`config.mk`:
```
export PLATFORM = sky130hd
export DESIGN_NAME = instruction_fetch
export DESIGN_NICKNAME = d
export VERILOG_FILES = /design/src/rtl/pipe_pkg.sv /design/src/rtl/branch_history_table.sv /design/src/rtl/instruction_fetch.sv
export SDC_FILE = /design/constraint.sdc
export NUM_CORES = 1
export LEC_CHECK = 0
export ABC_AREA = 1
export BUFFER_PORTS_ARGS = -buffer_cell sky130_fd_sc_hd__buf_2
export CAP_MARGIN = 20
export CORE_UTILIZATION = 49
export DETAILED_ROUTE_END_ITERATION = 10
export PLACE_DENSITY_LB_ADDON = 0.08
export SYNTH_ARGS = -nofsm -noshare
export SYNTH_HDL_FRONTEND = slang
export SYNTH_SLANG_ARGS = --single-unit
```
`constraint.sdc`:
```
create_clock -name clk -period 2.02 [get_ports clk]
set_clock_uncertainty 0.2 [all_clocks]
set_input_delay 0.606 -clock clk [delete_from_list [all_inputs] [get_ports clk]]
set_output_delay 0.606 -clock clk [all_outputs]
set_load 0.01 [all_outputs]
```
`src/rtl/pipe_pkg.sv`:
```
// Constants shared by the fetch, decode and execute stages: opcodes, NOP and the branch counter type.
package pipe_pkg;

    localparam int          PC_W_DEFAULT = 16;
    localparam logic [3:0]  OP_J         = 4'b1100;
    localparam logic [3:0]  OP_BRC       = 4'b1101;
    localparam logic [15:0] NOP          = 16'h0000;

    typedef enum logic [1:0] {
        SNT = 2'd0,
        WNT = 2'd1,
        WT  = 2'd2,
        ST  = 2'd3
    } bht_ctr_t;

    // Saturating 2-bit counter step: never wraps past SNT or ST.
    function automatic bht_ctr_t bht_ctr_next(input bht_ctr_t ctr, input logic taken);
        bht_ctr_t nxt;
        nxt = ctr;
        if (taken && (ctr != ST)) begin
            nxt = bht_ctr_t'(ctr + 2'd1);
        end else if (!taken && (ctr != SNT)) begin
            nxt = bht_ctr_t'(ctr - 2'd1);
        end
        return nxt;
    endfunction

    function automatic logic bht_predict_taken(input bht_ctr_t ctr);
        return (ctr >= WT);
    endfunction

endpackage

```
`src/rtl/branch_history_table.sv`:
```
// Table of 2-bit branch counters: combinational lookup, registered saturating update.
module branch_history_table
    import pipe_pkg::*;
#(
    parameter  int DEPTH = 16,
    localparam int IDX_W = $clog2(DEPTH)
) (
    input  logic             clk,
    input  logic             rst,
    input  logic [IDX_W-1:0] rd_idx,
    output bht_ctr_t         rd_ctr,
    input  logic             upd_en,
    input  logic [IDX_W-1:0] upd_idx,
    input  logic             upd_taken
);

    bht_ctr_t ctr_q [DEPTH];

    // Read is taken from the current register value, so a same-cycle update is not visible yet.
    assign rd_ctr = ctr_q[rd_idx];

    always_ff @(posedge clk) begin
        if (rst) begin
            for (int i = 0; i < DEPTH; i++) begin
                ctr_q[i] <= WNT;
            end
        end else if (upd_en) begin
            ctr_q[upd_idx] <= bht_ctr_next(ctr_q[upd_idx], upd_taken);
        end
    end

endmodule

```
`src/rtl/instruction_fetch.sv`:
```
// IF stage: PC register, branch prediction and IF/ID output register.
// Dynamic BRC prediction via the branch history table is built only when IF_BHT_EN is defined.
module instruction_fetch
    import pipe_pkg::*;
#(
    parameter int              PC_W      = PC_W_DEFAULT,
    parameter int              BHT_DEPTH = 16,
    parameter logic [PC_W-1:0] RESET_PC  = '0
) (
    input  logic            clk,
    input  logic            rst,
    output logic [PC_W-1:0] IMEM_ADDR,
    input  logic [15:0]     IMEM_RDATA,
    input  logic            STALL_IF,
    input  logic            BR_RESOLVE_VALID,
    input  logic [PC_W-1:0] BR_RESOLVE_PC,
    input  logic            BR_RESOLVE_TAKEN,
    input  logic            BR_RESOLVE_PRED,
    input  logic [PC_W-1:0] BR_RESOLVE_TARGET,
    output logic [PC_W-1:0] NPC_IF,
    output logic [15:0]     INST_IF,
    output logic            BRANCH_PRED
);

    logic [PC_W-1:0] pc;
    logic [PC_W-1:0] pc_plus1;
    logic [PC_W-1:0] fetch_target;
    logic [PC_W-1:0] resolve_next;
    logic [3:0]      opcode;
    logic            brc_taken;
    logic            pred_taken;
    logic            mispredict;

    if ((BHT_DEPTH < 2) || ((BHT_DEPTH & (BHT_DEPTH - 1)) != 0)) begin : g_bad_bht_depth
        $error("BHT_DEPTH must be a power of two of at least 2");
    end

    assign IMEM_ADDR    = pc;
    assign pc_plus1     = pc + 1'b1;
    assign opcode       = IMEM_RDATA[15:12];
    assign fetch_target = PC_W'(IMEM_RDATA[11:0]);
    assign mispredict   = BR_RESOLVE_VALID && (BR_RESOLVE_TAKEN != BR_RESOLVE_PRED);
    assign resolve_next = BR_RESOLVE_TAKEN ? BR_RESOLVE_TARGET : (BR_RESOLVE_PC + 1'b1);

`ifdef IF_BHT_EN
    localparam int IDX_W = $clog2(BHT_DEPTH);

    bht_ctr_t lookup_ctr;

    // Every resolution trains the table, jumps included, even while IF is stalled.
    branch_history_table #(
        .DEPTH (BHT_DEPTH)
    ) u_bht (
        .clk       (clk),
        .rst       (rst),
        .rd_idx    (pc[IDX_W-1:0]),
        .rd_ctr    (lookup_ctr),
        .upd_en    (BR_RESOLVE_VALID),
        .upd_idx   (BR_RESOLVE_PC[IDX_W-1:0]),
        .upd_taken (BR_RESOLVE_TAKEN)
    );

    assign brc_taken = bht_predict_taken(lookup_ctr);
`else
    assign brc_taken = 1'b0;
`endif

    assign pred_taken = (opcode == OP_J) || ((opcode == OP_BRC) && brc_taken);

    // A mispredict outranks the stall so the wrong-path fetch is never held.
    always_ff @(posedge clk) begin
        if (rst) begin
            pc          <= RESET_PC;
            INST_IF     <= NOP;
            NPC_IF      <= '0;
            BRANCH_PRED <= 1'b0;
        end else if (mispredict) begin
            pc          <= resolve_next;
            INST_IF     <= NOP;
            NPC_IF      <= '0;
            BRANCH_PRED <= 1'b0;
        end else if (!STALL_IF) begin
            pc          <= pred_taken ? fetch_target : pc_plus1;
            INST_IF     <= IMEM_RDATA;
            NPC_IF      <= pc_plus1;
            BRANCH_PRED <= pred_taken;
        end
    end

endmodule

```
Yosys cells after proc, flatten, opt, wreduce, memory -nomap -nowiden. Index checks and enable logic that the tools add are counted.

Add/sub/neg operators: 2. Equality and inequality tests: 3. Muxes and demuxes: 4. Reductions and logical operators: 2.

Operators with widths (count): two-way mux 16 bit (4); adder 16 x 1 -> 16 bit (second input constant) (2); equality test 4 bit (second input constant) (1); inequality test 2 x 1 -> 1 bit (second input constant) (1); OR reduction 2 bit (1); logical AND 1 bit (1); inequality test 1 bit (1).

Register bits after elaboration: 49. Input port bits: 54. Output and inout bits: 49. Logic and storage cells: 15.

Logic depth before layout (Yosys ltp). Gate-level depths: netlist of run 1.

Depth in word-level cells: 4. Gate-level depth with buffers: 10. Mapped depth without buffers: 10.

Worst setup path before layout of run 1. OpenSTA, ideal clock, no wires.

Path kind: input to register. From: input BR_RESOLVE_PC[0]. To: register pc[12], in the netlist IMEM_ADDR[12]. Setup time: 0.109 ns. Arrival: 1.479 ns. Data required time: 1.711 ns. Path slack: 0.232 ns. Cell stages on the path: 10. Path buffers: 0. Cell sequence: ha_1 nand3_1 nor2_4 nand3_1 nand2_1 nand3_1 nand2_1 nand3_1 nand2_1 inv_1.

Longest elaborated chain between the ends: 3.

RTL lines: from (decl) (line instruction_fetch.sv:16) `input logic [PC_W-1:0] BR_RESOLVE_PC,`; adder 16 x 1 -> 16 bit (line instruction_fetch.sv:43) `assign resolve_next = BR_RESOLVE_TAKEN ? BR_RESOLVE_TARGET : (BR_RESOLVE_PC + 1'b1);`; two-way mux 16 bit (line instruction_fetch.sv:43); two-way mux 16 bit (line instruction_fetch.sv:77) `end else if (mispredict) begin`; to (signal assigned) (line instruction_fetch.sv:78) `pc <= resolve_next;`; to (signal assigned) (line instruction_fetch.sv:83) `pc <= pred_taken ? fetch_target : pc_plus1;`; to (decl) (line instruction_fetch.sv:25) `logic [PC_W-1:0] pc;`.

No other way between the ends. A chain may end at the register's enable or synchronous reset.

Final worst setup path of run 1.
From: register pc[2], in the netlist IMEM_ADDR[2]. To: output IMEM_ADDR[2].

RTL lines: to (decl) (line instruction_fetch.sv:12) `output logic [PC_W-1:0] IMEM_ADDR,`.

No word-level cell between the ends.

==> results of run 1 <==
-- area by class of cell --
| type | instances | area, sq um |
|---|---|---|
| tap | 75 | 93.8 |
| sequential | 49 | 981 |
| timing repair buffer | 123 | 693 |
| clock inverter | 1 | 30.0 |
| multi-input combinational | 359 | 1690 |
| fill | 598 | 2130 |
| clock buffer | 7 | 86.3 |
| inverter | 67 | 251 |
-- path summary, 6_finish.rpt --
check,start,endpoint,slack [ps],cells after the start
setup / recovery,IMEM_ADDR[2],IMEM_ADDR[2],210,1
setup reg to reg,IMEM_ADDR[1],IMEM_ADDR[6],240,9
hold reg to reg,INST_IF[1],INST_IF[1],260,2
hold / removal,INST_IF[1],INST_IF[1],260,2
-- through the flow --
stage	instance area (sq um)	cells	setup slack, ps	utilization	total power [mW]
after floorplan	3030	496	232	-	1.43
after global placement	3710	673	36.1	0.623	1.66
after detailed placement	3710	673	-12.7	0.623	1.67
after CTS	3830	681	217	0.643	2.40
after global routing	3830	681	89.2	0.643	2.53
final	3830	681	212	0.643	2.39
-- registers in the layout (all words and copies together) (netlist names) --
register,cells
IMEM_ADDR,16
INST_IF,16
NPC_IF,16
BRANCH_PRED,1
-- where the power goes --
part           internal, mW  switching, mW
Clock                 0.404          0.330
Combinational         0.236          0.327
Sequential             1.03         0.0589
-- layer usage --
layer,vias to the layer above,part of all wire,track usage,routed length (um)
met5,-,0,0,0
met3,13,0.051,0.0364,422
met2,100,0.48,0.454,4020
met4,0,0.015,0.0661,122
met1,1579,0.45,0.335,3750
li1,1787,-,-,-
-- placed cells by master (no fill, tap or decap) --
master	synthesis	routed
nand2_2	2	2
o21bai_1	2	2
buf_4	1	19
o21ai_0	35	35
a21oi_1	30	30
xor2_1	3	3
nand3_1	42	42
or2_2	3	3
nor2_1	73	73
clkbuf_8	0	6
inv_2	2	2
buf_12	0	2
ha_1	2	2
buf_2	9	102
nand3b_1	2	2
nand4_1	7	7
inv_1	65	65
o21ai_1	2	2
nor3_1	1	1
a31oi_1	2	2
dfxtp_1	49	49
bufinv_16	0	1
nor2_2	2	2
nor2_4	4	4
clkbuf_1	9	1
nand3_2	1	1
nand2_1	126	126
xnor2_1	7	7
o211ai_1	13	13
-- kinds of logic after synthesis --
| logic type | count (synthesis) |
|---|---|
| simple gates | 263 |
| fa+ha+maj | 2 |
| xor+xnor | 10 |
| compound gates | 84 |
| buf+inv | 88 |
| flops | 49 |
==> summary.md, run 1 <==
| Metric | Value |
|---|---|
| Status | finished, final reports clean |
| Total GRT Usage | 0.261 |
| CP Buf/Inv Count | 1 |
| CTS Root Cell | clkbuf_8 |
| CP Launch Type | register |
| Wirelength, routed | 8.31 mm |
| CTS H-tree depth | 2 |
| First-pass GRT wire length | approximately 13 mm |
| # diodes | 0 |
| Global route overflow | 0 |
| Antenna violations before repair | 0 |
| Post-Syn Area | around 3000 sq um |
| Synth Flop Type | dfxtp_1 |
| Cts repair resizes | 0 |
| Slowest cell delay on critical path | around 500 ps |
| CP cell instances | buf_2 |
| Worst Hold Slack | 265 ps |
| Via density | 5.11 |
| TritonRoute pass-1 iters | 4 |
| Die height | 80.6 um |
| Largest cells by area after synthesis | dfxtp_1 (32%), nand2_1 (16%), nor2_1 (9.1%), inv_1 (8.1%), nand3_1 (6.9%) |
| Simple-Gate Fraction of Synth Area | 0.370 |
| Syn. warnings | 0 |
| Power per cell area | slightly above 600 nW/um^2 |
| Mux contribution to synthesized area | 0 |
| Routed Antenna Nets | 0 |
| # clock sinks | 49 |
| CP max FO | 7 |
| Unrepaired setup endpoints after global routing | no |
| Post-synthesis compound-gate area fraction | 0.152 |
| Adder-cell share of the synthesized area | 0.00827 |
| Maxcap violations | 0 |
| Synth top area share | 0.324 |
| Die width | around 81 um |
| Final nets | 661 |
| Max-slew violation count | 0 |
| Async SR Flop Fraction | 0 |
| Largest family of logic cells by synthesized area | simple AND/OR/NAND/NOR gates |
| Core ar. | 5960 sq um |
| Leak pwr | about 2.1 nW |
| Crit Path Category | reg -> out |
| Mapped Cells | between 400 and 500 |
| Final period util | 0.895 |
| Synth Register Bits | 49 |
| IO Pins | about 100 |
| CTS Buf Count | 5 |
| Starting density of the core | 0.508 |
| Post-DP HPWL | 6.47 mm |
| Final Critical Period | about 1800 ps |
| Slew HR | 0.747 |
| Routed len/inst | ~12 um |
| Final setup fails | 0 |
| Hold crit path type | reg -> reg |
| Setup bufs post-CTS | 0 |
| Number of port buffers | about 100 |
| Final hold vios | 0 |
| Ranking of synthesized cells by instance count | nand2_1 (126), nor2_1 (73), inv_1 (65), dfxtp_1 (49), nand3_1 (42) |
| Seq/Total Area, Yosys | 0.324 |
| Largest area contributor in the netlist | dfxtp_1 |
| Reg clk slew, reported paths | ~90 ps |
| Longest Clk Path Bufs | 2 |
| Post-Route Setup TNS | 0 ps |
| CTS tree | built |
| Largest net degree at the start of global routing | 30 |
| Xor/xnor share of the synthesized area | 0.0289 |
| Hold_buf cts | 0 |
| Yosys cell types | 28 |
| Clock Latency Late Sink | roughly 300 ps |
| EDFF count, synth | 0 |
| Critical path's top delay family | flip-flops |
| Vias in the first global route | between 2000 and 3000 |
| Layout cells sized above 1 | 0.238 |
| DR iter-0 viols | 184 |
| CP required | about 1200 ps |
| CP max-delay cell | dfxtp_1 |
| Worst slew pin tran | 379 ps |
| Synthesized Nets | about 550 |
| GP Congestion | 0.888 |
| Peak supply drop | roughly 0.00038 V |
| CP arrival | 1000 ps |
| Avg Inst Size Synth | 6.10 sq um |
| Cell row count | 28 |
| Drc violations | 0 |
| Die ar. | approximately 6500 sq um |
| Setup crit end kind | output port |
| Area Overhead vs Synth | 26.5% |
| Max frequency | between 500 and 600 MHz |
| Most common cell in the synthesized netlist | nand2_1 |
| Via Count | around 3500 |
No activity file was read; power rests on OpenSTA's default activity.
==> inputs of run 2 (changes only) <==
==> constraint.sdc (replaced) <==
create_clock -name clk -period 2.2 [get_ports clk]
set_clock_uncertainty 0.2 [all_clocks]
set_input_delay 0.66 -clock clk [delete_from_list [all_inputs] [get_ports clk]]
set_output_delay 0.66 -clock clk [all_outputs]
set_load 0.01 [all_outputs]
==> run 2 against run 1 <==
Compared with the run above:
- sequential power decreased by 7%
- register-to-register slack improved by 120 ps
- count of clock-buffer cells in the layout decreased by 2
- flip-flop and latch count unchanged
- setup slack improved by 140 ps
- largest cell class unchanged
- design area decreased by 2.4%
- die area unchanged
- non-clock buffer count decreased by 10
- wire length decreased by 2.8%
- combinational power decreased by 12%
- first-iteration DRC count decreased by 0.54%
==> summary.md, run 2 (synthesis gave the netlist of run 1 again) <==
| Metric | Value |
|---|---|
| Status | finished, final reports clean |
| Vias in the first global route | about 2800 |
| Unrepaired setup endpoints after global routing | no |
| Post-Route Setup TNS | 0 ps |
| Wirelength, routed | a little over 8 mm |
| Slew HR | 0.742 |
| Maxcap violations | 0 |
| CP cell instances | buf_2 |
| Routed len/inst | roughly 12 um |
| Clock Latency Late Sink | about 310 ps |
| Post-route cell area | 3740 sq um |
| Final setup fails | 0 |
| CTS Root Cell | clkbuf_8 |
| TritonRoute pass-1 iters | 4 |
| # clock sinks | 49 |
| # diodes | 0 |
| Final hold vios | 0 |
| Final nets | roughly 650 |
| Area Overhead vs Synth | 23.4% |
| Peak supply drop | 0.000414 V |
| Hold crit path type | reg -> reg |
| Final period util | 0.841 |
| Setup crit end kind | output port |
| Most frequent cells in the layout | nand2_1 (126), buf_2 (102), nor2_1 (73) |
| Largest net degree at the start of global routing | 34 |
| Critical path's top delay family | flip-flops |
| Final Critical Period | roughly 1900 ps |
| Via Count | about 3400 |
| Reg clk slew, reported paths | 90 ps |
| Max frequency | 540 MHz |
| CP max-delay cell | dfxtp_1 |
| First-pass GRT wire length | ~13 mm |
| Layout cells sized above 1 | 0.227 |
| Post-DP HPWL | about 6.3 mm |
| Starting density of the core | 0.508 |
| Met2 wire len | 3.90 mm |
| DR iter-0 viols | between 150 and 200 |
| CP Buf/Inv Count | 1 |
| CTS H-tree depth | 2 |
| Top sig layer | met4 |
| Via density | ~5 |
| CP arrival | 990 ps |
| Leak pwr | slightly above 2 nW |
| Number of port buffers | roughly 100 |
| CP required | about 1300 ps |
| Slowest cell delay on critical path | a little under 500 ps |
| Longest Clk Path Bufs | 2 |
| Power per cell area | around 540 nW/um^2 |
| Worst slew pin tran | ~390 ps |
| Setup bufs post-CTS | 0 |
| CP Launch Type | register |
| Most common cell after layout, fill and taps aside | nand2_1 |
| CP max FO | 7 |
| Metal-1 WL | between 3 and 4 mm |
| Die height | 80.6 um |
| Cts repair resizes | 0 |
| IO Pins | approximately 100 |
| Cell row count | 28 |
| Antenna violations before repair | 0 |
| Die ar. | 6490 sq um |
| CTS tree | built |
| Max-slew violation count | 0 |
| Met3 WL | around 490 um |
| Crit Path Category | reg -> out |
| CTS Buf Count | 5 |
| Die width | 80.6 um |
| Hold_buf cts | 0 |
| GP Congestion | 0.849 |
| Global route overflow | 0 |
| Placed inst area | between 3000 and 4000 sq um |
| Util after Layout | 0.627 |
| Core ar. | around 6000 sq um |
| Routed Antenna Nets | 0 |
| Drc violations | 0 |
| Total GRT Usage | 0.251 |
run 2: changes by cell type in the layout (fill, tap and decap cells not counted), sizes merged:
cell / before / now
buf: 123 / 113
bufinv: 1 / 0
clkbuf: 7 / 5
clkinv: 0 / 2
clkinvlp: 0 / 1
run 2: metal layers:
metal  vias up  GRT usage
met5         -          0
met4         0     0.0446
met3        12     0.0568
met2        93      0.430
met1      1492      0.321
li1       1774          -
run 2: final cells by class:
type / instances / area, sq um
fill: 616 / 2220
multi-input combinational: 359 / 1690
sequential: 49 / 981
timing repair buffer: 113 / 631
inverter: 67 / 251
tap: 75 / 93.8
clock buffer: 5 / 68.8
clock inverter: 3 / 17.5
run 2: metrics by stage:
stage | cells | worst slack [ps] | power [mW] | hold slack [ps]
after floorplan | 496 | 358 | 1.32 | 281
after global placement | 663 | 81.5 | 1.51 | 246
after detailed placement | 663 | 70.5 | 1.52 | 253
after CTS | 671 | 351 | 2.04 | 267
after global routing | 671 | 165 | 2.16 | 287
final | 671 | 349 | 2.04 | 264
run 2: power breakdown:
group | internal (mW) | total [mW] | switching (mW)
Combinational | 0.203 | 0.493 | 0.290
Sequential | 0.946 | 1.01 | 0.0589
Clock | 0.220 | 0.537 | 0.317
run 2: final timing paths:
path / from / endpoint / slack [ps] / cells past startpoint
worst max-delay path: IMEM_ADDR[2] / IMEM_ADDR[2] / 350 / 1
worst min-delay path: INST_IF[9] / INST_IF[9] / 260 / 2
worst max register to register: IMEM_ADDR[0] / IMEM_ADDR[6] / 360 / 9
worst min register to register: INST_IF[9] / INST_IF[9] / 260 / 2
==> inputs of run 3 (changes only) <==
==> constraint.sdc (replaced) <==
create_clock -name clk -period 1.71 [get_ports clk]
set_clock_uncertainty 0.2 [all_clocks]
set_input_delay 0.513 -clock clk [delete_from_list [all_inputs] [get_ports clk]]
set_output_delay 0.513 -clock clk [all_outputs]
set_load 0.01 [all_outputs]
==> run 3 against run 2 <==
Compared with the run above:
- non-clock buffer count up 27
- first-iteration DRC count decreased by 9.8%
- worst hold slack worse by 80 ps
- clock power up 36%
- design area increased by 8.7%
- largest cell class unchanged
==> summary.md, run 3 (synthesis gave the netlist of run 1 again) <==
| Metric | Value |
|---|---|
| Slew HR | 0.841 |
| Longest Clk Path Bufs | 2 |
| Vias in the first global route | between 3000 and 4000 |
| CTS Buf Count | 5 |
| Post-DP HPWL | around 6.6 mm |
| Setup crit end kind | output port |
| Wirelength, routed | between 8 and 9 mm |
| Hold crit path type | in -> reg |
| CP Launch Type | register |
| Power per cell area | between 600 and 700 nW/um^2 |
| Max frequency | around 590 MHz |
| IO Pins | ~100 |
| First-pass GRT wire length | 13.5 mm |
| Post-route insts no fill | 699 |
| Final hold vios | 0 |
| CP required | 1000 ps |
| Die height | around 81 um |
| Largest net degree at the start of global routing | 34 |
| Final period util | 0.985 |
| Worst Hold Slack | around 180 ps |
| Starting density of the core | 0.508 |
| Fillers | around 570 |
| GP Congestion | roughly 0.87 |
| Layout cells sized above 1 | 0.296 |
| Number of port buffers | 102 |
| # clock sinks | 49 |
| Final setup fails | 0 |
| Via density | between 5 and 6 |
| Critical path's top delay family | flip-flops |
| CP cell instances | buf_4 > buf_2 |
| Max-slew violation count | 0 |
| CP max-delay cell | dfxtp_4 |
| DP Cell Count | a little under 700 |
| CTS H-tree depth | 2 |
| Core ar. | 5960 sq um |
| Drc violations | 0 |
| Most frequent cells in the layout | nand2_1 (123), buf_2 (102), nor2_1 (71) |
| CTS Root Cell | clkbuf_8 |
| Peak supply drop | between 0.0004 and 0.0005 V |
| # diodes | 0 |
| DR iter-0 viols | ~170 |
| Cell row count | 28 |
| Area Overhead vs Synth | 34.1% |
| Total GRT Usage | 0.266 |
| Most common cell after layout, fill and taps aside | nand2_1 |
| Die width | 80.6 um |
| Leak pwr | 2.22 nW |
| TritonRoute pass-1 iters | 4 |
| CP max FO | 4 |
| Routed Antenna Nets | 0 |
| Unrepaired setup endpoints after global routing | yes |
| Hold_buf cts | 0 |
| Routed len/inst | around 12 um |
| Die ar. | 6490 sq um |
| Slowest cell delay on critical path | around 380 ps |
| Antenna violations before repair | 0 |
| Via Count | approximately 3500 |
| Crit Path Category | reg -> out |
| Final nets | approximately 680 |
| Maxcap violations | 0 |
| Status | finished, final reports clean |
| Clock Latency Late Sink | roughly 310 ps |
| Global route overflow | 0 |
| CTS tree | built |
| Final Critical Period | 1680 ps |
| Reg clk slew, reported paths | ~100 ps |
| Worst slew pin tran | 236 ps |
| CP Buf/Inv Count | 2 |
| CP arrival | 970 ps |
[run 3: cell types whose count changed in the layout (fill, tap and decap cells not counted), moves of 2 or more]
cell and change:
nand3_1 -3, nand2_1 -3, nor2_4 +2, nand2_4 +3, dfxtp_2 +8, nand3_2 +2
dfxtp_4 +2, nor2_1 -2, buf_4 +26, dfxtp_1 -10
[run 3: worst reg2reg max path, cell delays in order, from the launching register on]
cell and delay, ps:
dfxtp_2 380, ha_4 170, nand3_4 100, nor2_4 200, xor2_2 180, buf_4 130, nand2_1 50, o211ai_1 80
inv_1 50
[run 3: metrics by stage]
step	setup slack (ps)	setup TNS [ps]	total power, mW	utilization	instance area (sq um)
4_1_cts	-6.36	-6.36	2.73	0.665	3960
6_report	25.5	0	2.75	0.682	4060
5_1_grt	-59.8	-109	2.90	0.682	4060
3_5_place_dp	-185	-4230	2.02	0.644	3840
2_1_floorplan	14.9	0	1.69	-	3030
3_3_place_gp	-174	-2910	2.00	0.644	3840
[run 3: layout make-up]
type	instances	area, sq um	share of cell area
clock inverters	2	13.8	0.00339
clock buffers	6	82.6	0.0203
repair buffers	140	837	0.206
inverters	67	251	0.0619
multi-input cells	360	1780	0.439
well taps	75	93.8	0.0231
flip-flops and latches	49	998	0.246
[run 3: routing by layer]
layer,track usage,wire (um)
met1,0.344,3940
met2,0.457,4150
met3,0.0409,372
met4,0.0696,96
met5,0,0
[run 3: final timing paths]
check,startpoint,slack [ps],depth (start not counted),end
max,IMEM_ADDR[2],30,2,IMEM_ADDR[2]
min,rst,180,2,IMEM_ADDR[1]
max reg2reg,IMEM_ADDR[1],70,8,NPC_IF[6]
min reg2reg,INST_IF[6],260,2,INST_IF[6]
[run 3: what timing repair did]
| action | in CTS | in global routing |
|---|---|---|
| buffers inserted | 1 | 1 |
| gates resized for setup | 3 | 29 |
| endpoints found under the setup margin | 1 | 17 |
| pin swaps | 2 | 9 |
| gates cloned | 1 | 0 |
[run 3: where the power goes]
| group | internal, mW | total [mW] | switching [mW] |
|---|---|---|---|
| Clock | 0.329 | 0.729 | 0.401 |
| Combinational | 0.320 | 0.734 | 0.415 |
| Sequential | 1.22 | 1.29 | 0.0688 |
| Total | 1.87 | 2.75 | 0.884 |
